$ cat src/rtl/sa_tile_ctrl.sv
// sa_tile_ctrl: sequencer for one output-stationary ROWS x COLS tile of INT8 PEs.
// Each accepted command walks the tile through CLEAR, FEED, FLUSH and DRAIN and
// then returns to IDLE, driving the array-wide pe_en / acc_clr strobes.
//
// Ports
//   clk, rstn           clock (posedge) and asynchronous active-low reset
//   cmd_valid/ready     command handshake; cmd_k = reduction depth K, latched on accept
//   abort               synchronous abort of the current tile (ignored in IDLE)
//   feed_valid          skew buffers hold the next a/b vector
//   feed_rd             pop one a/b vector this cycle
//   feed_zero           skew buffers inject zeros while the array flushes
//   pe_en, acc_clr      array-wide PE enable and accumulator clear
//   drain_valid/ready   result row handshake; drain_row = row being drained
//   busy                controller is not IDLE
//   done, err           1-cycle pulses: normal completion / illegal K==0 command
module sa_tile_ctrl #(
  parameter int ROWS   = 4,
  parameter int COLS   = 4,
  parameter int K_BITS = 16
) (
  input  logic                        clk,
  input  logic                        rstn,
  input  logic                        cmd_valid,
  output logic                        cmd_ready,
  input  logic [K_BITS-1:0]           cmd_k,
  input  logic                        abort,
  input  logic                        feed_valid,
  output logic                        feed_rd,
  output logic                        feed_zero,
  output logic                        pe_en,
  output logic                        acc_clr,
  output logic                        drain_valid,
  input  logic                        drain_ready,
  output logic [($clog2(ROWS)|1)-1:0] drain_row,
  output logic                        busy,
  output logic                        done,
  output logic                        err
);

  localparam int RW   = $clog2(ROWS) | 1;
  localparam int FW   = $clog2(ROWS + COLS);
  // Cycles needed for the last operand to ripple through the skewed array.
  localparam int SKEW = ROWS + COLS - 2;

  localparam logic [2:0] S_IDLE  = 3'd0;
  localparam logic [2:0] S_ERR   = 3'd1;
  localparam logic [2:0] S_CLEAR = 3'd2;
  localparam logic [2:0] S_FEED  = 3'd3;
  localparam logic [2:0] S_FLUSH = 3'd4;
  localparam logic [2:0] S_DRAIN = 3'd5;
  localparam logic [2:0] S_DONE  = 3'd6;

  logic [2:0]        state_q,  state_d;
  logic [K_BITS-1:0] k_last_q, k_last_d;
  logic [K_BITS-1:0] k_cnt_q,  k_cnt_d;
  logic [FW-1:0]     f_cnt_q,  f_cnt_d;
  logic [RW-1:0]     r_cnt_q,  r_cnt_d;

  always_comb begin
    state_d  = state_q;
    k_last_d = k_last_q;
    k_cnt_d  = k_cnt_q;
    f_cnt_d  = f_cnt_q;
    r_cnt_d  = r_cnt_q;
    case (state_q)
      S_IDLE: begin
        if (cmd_valid) begin
          // Store K-1 so the last-pop compare never needs a K_BITS+1 counter,
          // which keeps K = 2^K_BITS-1 from wrapping early.
          k_last_d = cmd_k - K_BITS'(1);
          state_d  = (cmd_k == '0) ? S_ERR : S_CLEAR;
        end
      end
      S_ERR: state_d = S_IDLE;
      S_CLEAR: begin
        k_cnt_d = '0;
        state_d = S_FEED;
      end
      S_FEED: begin
        if (feed_valid) begin
          k_cnt_d = k_cnt_q + K_BITS'(1);
          if (k_cnt_q == k_last_q) begin
            f_cnt_d = '0;
            r_cnt_d = '0;
            if (SKEW == 0) state_d = S_DRAIN;
            else           state_d = S_FLUSH;
          end
        end
      end
      S_FLUSH: begin
        f_cnt_d = f_cnt_q + FW'(1);
        if (f_cnt_q == FW'(SKEW - 1)) begin
          r_cnt_d = '0;
          state_d = S_DRAIN;
        end
      end
      S_DRAIN: begin
        if (drain_ready) begin
          if (r_cnt_q == RW'(ROWS - 1)) state_d = S_DONE;
          else                          r_cnt_d = r_cnt_q + RW'(1);
        end
      end
      S_DONE:  state_d = S_IDLE;
      default: state_d = S_IDLE;
    endcase
    // Abort wins over every other transition, including a drain handshake.
    if (abort && (state_q != S_IDLE)) state_d = S_IDLE;
  end

  always_ff @(posedge clk or negedge rstn) begin
    if (!rstn) begin
      state_q  <= S_IDLE;
      k_last_q <= '0;
      k_cnt_q  <= '0;
      f_cnt_q  <= '0;
      r_cnt_q  <= '0;
    end else begin
      state_q  <= state_d;
      k_last_q <= k_last_d;
      k_cnt_q  <= k_cnt_d;
      f_cnt_q  <= f_cnt_d;
      r_cnt_q  <= r_cnt_d;
    end
  end

  // Outputs are pure state decode; only feed_rd/pe_en in FEED follow feed_valid.
  assign cmd_ready   = (state_q == S_IDLE);
  assign busy        = (state_q != S_IDLE);
  assign err         = (state_q == S_ERR);
  assign done        = (state_q == S_DONE);
  assign acc_clr     = (state_q == S_CLEAR);
  assign feed_rd     = (state_q == S_FEED) && feed_valid;
  assign feed_zero   = (state_q == S_FLUSH);
  assign pe_en       = feed_rd || (state_q == S_FLUSH);
  assign drain_valid = (state_q == S_DRAIN);
  assign drain_row   = r_cnt_q;

endmodule

$ cat config.mk
export PLATFORM = sky130hd
export DESIGN_NAME = sa_tile_ctrl
export DESIGN_NICKNAME = d
export VERILOG_FILES = /design/src/rtl/sa_tile_ctrl.sv
export SDC_FILE = /design/constraint.sdc
export NUM_CORES = 1
export LEC_CHECK = 0
export ABC_AREA = 1
export CAP_MARGIN = 20
export CORE_ASPECT_RATIO = 0.9
export CORE_UTILIZATION = 57
export CTS_CLUSTER_DIAMETER = 120
export DETAILED_ROUTE_END_ITERATION = 16
export DONT_BUFFER_PORTS = 1
export GPL_TIMING_DRIVEN = 0
export PLACE_DENSITY = 0.75
export SLEW_MARGIN = 10
export SYNTH_ARGS = -nofsm -noshare
export SYNTH_HDL_FRONTEND = slang
export SYNTH_SLANG_ARGS = --single-unit
export TNS_END_PERCENT = 5
$ cat constraint.sdc
create_clock -name clk -period 1.4 [get_ports clk]
set_input_delay 0.07 -clock clk [delete_from_list [all_inputs] [get_ports clk]]
set_output_delay 0.07 -clock clk [all_outputs]
set_load 0.01 [all_outputs]
==> flow_metrics.env <==
export IMPL_gp_congestion=0.8066
export IMPL_violations="setup timing"
export IMPL_crit_type="reg -> reg"
export IMPL_cp_data_arrival_time_ps=1760
export IMPL_grt_overflow_total=0
export IMPL_vdd_ir_drop_worst_v=0.0007037
export IMPL_place_ws_ps=-262.3
export IMPL_fin_crit_ps=1524
export IMPL_p_int_mw=2.709
export IMPL_grt_usage=0.2626
export IMPL_fmax_mhz=656.2
export IMPL_cts_root_buf="clkbuf_8"
export IMPL_path_clk_slew_ps=80
export IMPL_min_path_type="in -> reg"
export IMPL_rows=23
export IMPL_yosys_register_bits=41
export IMPL_syn_cell_area_um2=2743
export IMPL_numCtsBuffers=5
export IMPL_area_delta_synth_final_pct=21.85
export IMPL_initial_core_util=0.6032
export IMPL_vias=2468
export IMPL_p_total_mw=4.455
export IMPL_dieHeight_um=67.81
export IMPL_clock_path_buffers=2
export IMPL_ys_seq_area_frac=0.3741
export IMPL_report_final_hold_viol_count=0
export IMPL_synth_top_area_cell="dfrtp_1"
export IMPL_drt_vias_per_instance=5.207
export IMPL_coreArea_um2=4547
export IMPL_clkPwrFrac=0.223
export IMPL_synth_top_cell_area_share=0.3741
export IMPL_clk_latency_ps=290
export IMPL_worst_pin_slew_ps=385.6
export IMPL_num_fill_cells=370
export IMPL_yosys_top_cells_area="dfrtp_1 (37%), nand2_1 (15%), inv_1 (7.0%)"
export IMPL_route_detailed_drc=0
export IMPL_die_area_um2=5094
export IMPL_outcome="finished, violations left"
export IMPL_grt_pass1_vias=2258
export IMPL_crit_path_max_fanout=6
export IMPL_finalCritPeriodShare=1.089
export IMPL_worstSetupEndpointType="flip-flop"
export IMPL_insertedDiodeCount=0
export IMPL_dieWidth_um=75.12
export IMPL_synth_area_per_cell_um2=7.275
export IMPL_cts_max_level=2
export IMPL_switching_power_mw=1.747
export IMPL_cap_violations=0
export IMPL_antenna_found_initial=0
export IMPL_p_comb_frac=0.400
export IMPL_leakage_nw=1.561
export IMPL_drt_iter0_drc=167
export IMPL_p_per_area_nw_per_um2=1333
export IMPL_hpwl_um=4500
export IMPL_p_seq_frac=0.377
export IMPL_required_ps=1630
export IMPL_grt_setup_unrepaired="yes"
export IMPL_worstSetupStartpointType="flip-flop"
export IMPL_cts_tree="yes"
export IMPL_ioPinCount=34
export IMPL_slew_limit_headroom=0.7410
export IMPL_switching_share=0.3920
export IMPL_synth_warnings=0
export IMPL_wire_per_inst_um=12.91
export IMPL_portBuffers=0
export IMPL_nNetsFinal=440
export IMPL_fin_skew_ps=5.751
export IMPL_ant_nets=0
export IMPL_wl_um=6117
export IMPL_drive_gt1_frac=0.2039
export IMPL_grt_pass1_wl_um=9929
export IMPL_syn_inst=377
export IMPL_synth_distinct_cells=34
export IMPL_setup_violations=18
export IMPL_drv_slew=0
export IMPL_clock_sinks=41
export IMPL_synth_nets=406
export IMPL_dr_pass1_iters=4
export IMPL_setup_ws_ps=-124.0
export IMPL_grt_max_degree=42
area by class of cell:
cell class	instances	area, µm²	share of cell area
repair buffers	27	265.3	0.07937
clock buffers	6	82.58	0.02471
clock inverters	2	37.54	0.01123
flip-flops and latches	41	1036	0.3100
multi-input cells	278	1595	0.4773
plain buffers	3	26.28	0.007862
well taps	62	77.57	0.02321
inverters	55	221.5	0.06627
registers in the layout (all words and copies together) (netlist names):
name and flops:
drain_row 3, f_cnt_q 3, k_cnt_q 16, k_last_q 16
state_q 3
power groups by stage:
stage | Sequential [mW] | Combinational, mW | Clock [mW]
5_1_grt | 1.71 | 1.98 | 1.04
6_report | 1.68 | 1.78 | 0.995
3_3_place_gp | 1.68 | 1.43 | 0
2_1_floorplan | 1.63 | 1.20 | 0
3_5_place_dp | 1.69 | 1.46 | 0
4_1_cts | 1.67 | 1.68 | 1.01
worst max-delay path: stages (launching register included):
cell and delay [ps]:
dfrtp_2 420, inv_4 70, buf_4 140, nor3_4 280, nand2_2 140, o21ai_2 110
nor2_1 90, nand2_1 90, nand3_1 60, nand2_1 60
kinds of logic after synthesis:
kind of cell / after synthesis / synth area share
and+or+nand+nor: 208 / 0.3700
buffers and inverters: 58 / 0.08166
AOI/OAI and AO/OA: 47 / 0.09124
DFF: 41 / 0.3741
xor gates and xnor gates: 16 / 0.05109
adders and majority gates: 7 / 0.03193
cell usage after synthesis, drive strengths merged:
library cell  instances
ha                    7
xnor2                 5
nand3b                1
o21a                  1
a21oi                11
inv                  55
o211ai                1
dfrtp                41
xor2                 11
nor2                 51
or2                   4
nor4                  1
nand3                15
a22oi                 1
o22ai                 1
a211oi                1
nand4                 9
nor3                 12
nand2               115
buf                   3
o21ai                31
cell usage in the layout, fill, tap and decap left out, types with 6 or more instances in the layout:
cell type / Yosys / layout
o21ai_0: 28 / 19
nand2_1: 109 / 102
inv_1: 51 / 47
nand2_2: 2 / 6
clkbuf_8: 0 / 6
nor3_1: 10 / 6
nand3_1: 12 / 10
buf_4: 0 / 12
nor2_2: 2 / 6
o21ai_1: 2 / 11
dlygate4sd3_1: 0 / 15
a21oi_1: 11 / 10
dfrtp_1: 41 / 33
dfrtp_2: 0 / 8
nand4_1: 9 / 9
nor2_1: 43 / 38
xor2_1: 11 / 11
through the flow:
stage	utilization	cells	hold WS (ps)	cell area (µm²)	TNS, ps
6_report	0.7350	474	19.31	3342	-1393
5_1_grt	0.7350	474	33.56	3342	-4154
4_1_cts	0.7138	471	7.680	3246	-1638
3_3_place_gp	0.6255	439	-224.6	2844	-5015
2_1_floorplan	-	377	-225.6	2766	-8.771
3_5_place_dp	0.6255	439	-224.3	2844	-6194
routing by layer:
layer | part of all wire | GRT usage | up-vias
met2 | 0.48 | 0.4358 | 55
met1 | 0.46 | 0.3458 | 1142
met3 | 0.040 | 0.04776 | 10
met4 | 0.018 | 0.08491 | 0
li1 | - | - | 1261
met5 | 0 | 0 | -
final timing paths:
check,cells after the start,startpoint,slack [ps],endpoint
hold / removal,4,cmd_k[11],20,k_last_q[11]
max in group asynchronous,2,rstn,940,drain_row[0]
setup / recovery,9,state_q[2],-120,state_q[0]
min in group asynchronous,2,rstn,250,f_cnt_q[2]
setup reg to reg,9,state_q[2],-120,state_q[0]
hold reg to reg,2,k_last_q[1],500,k_last_q[1]
repair_timing:
action,4_1_cts,5_1_grt
hold buffers,15,1
pin swaps,6,7
resized for setup,18,30
setup buffers,9,2
setup endpoints to repair,36,37
hold endpoints to repair,54,1
Power figures use the tool's default switching activity.
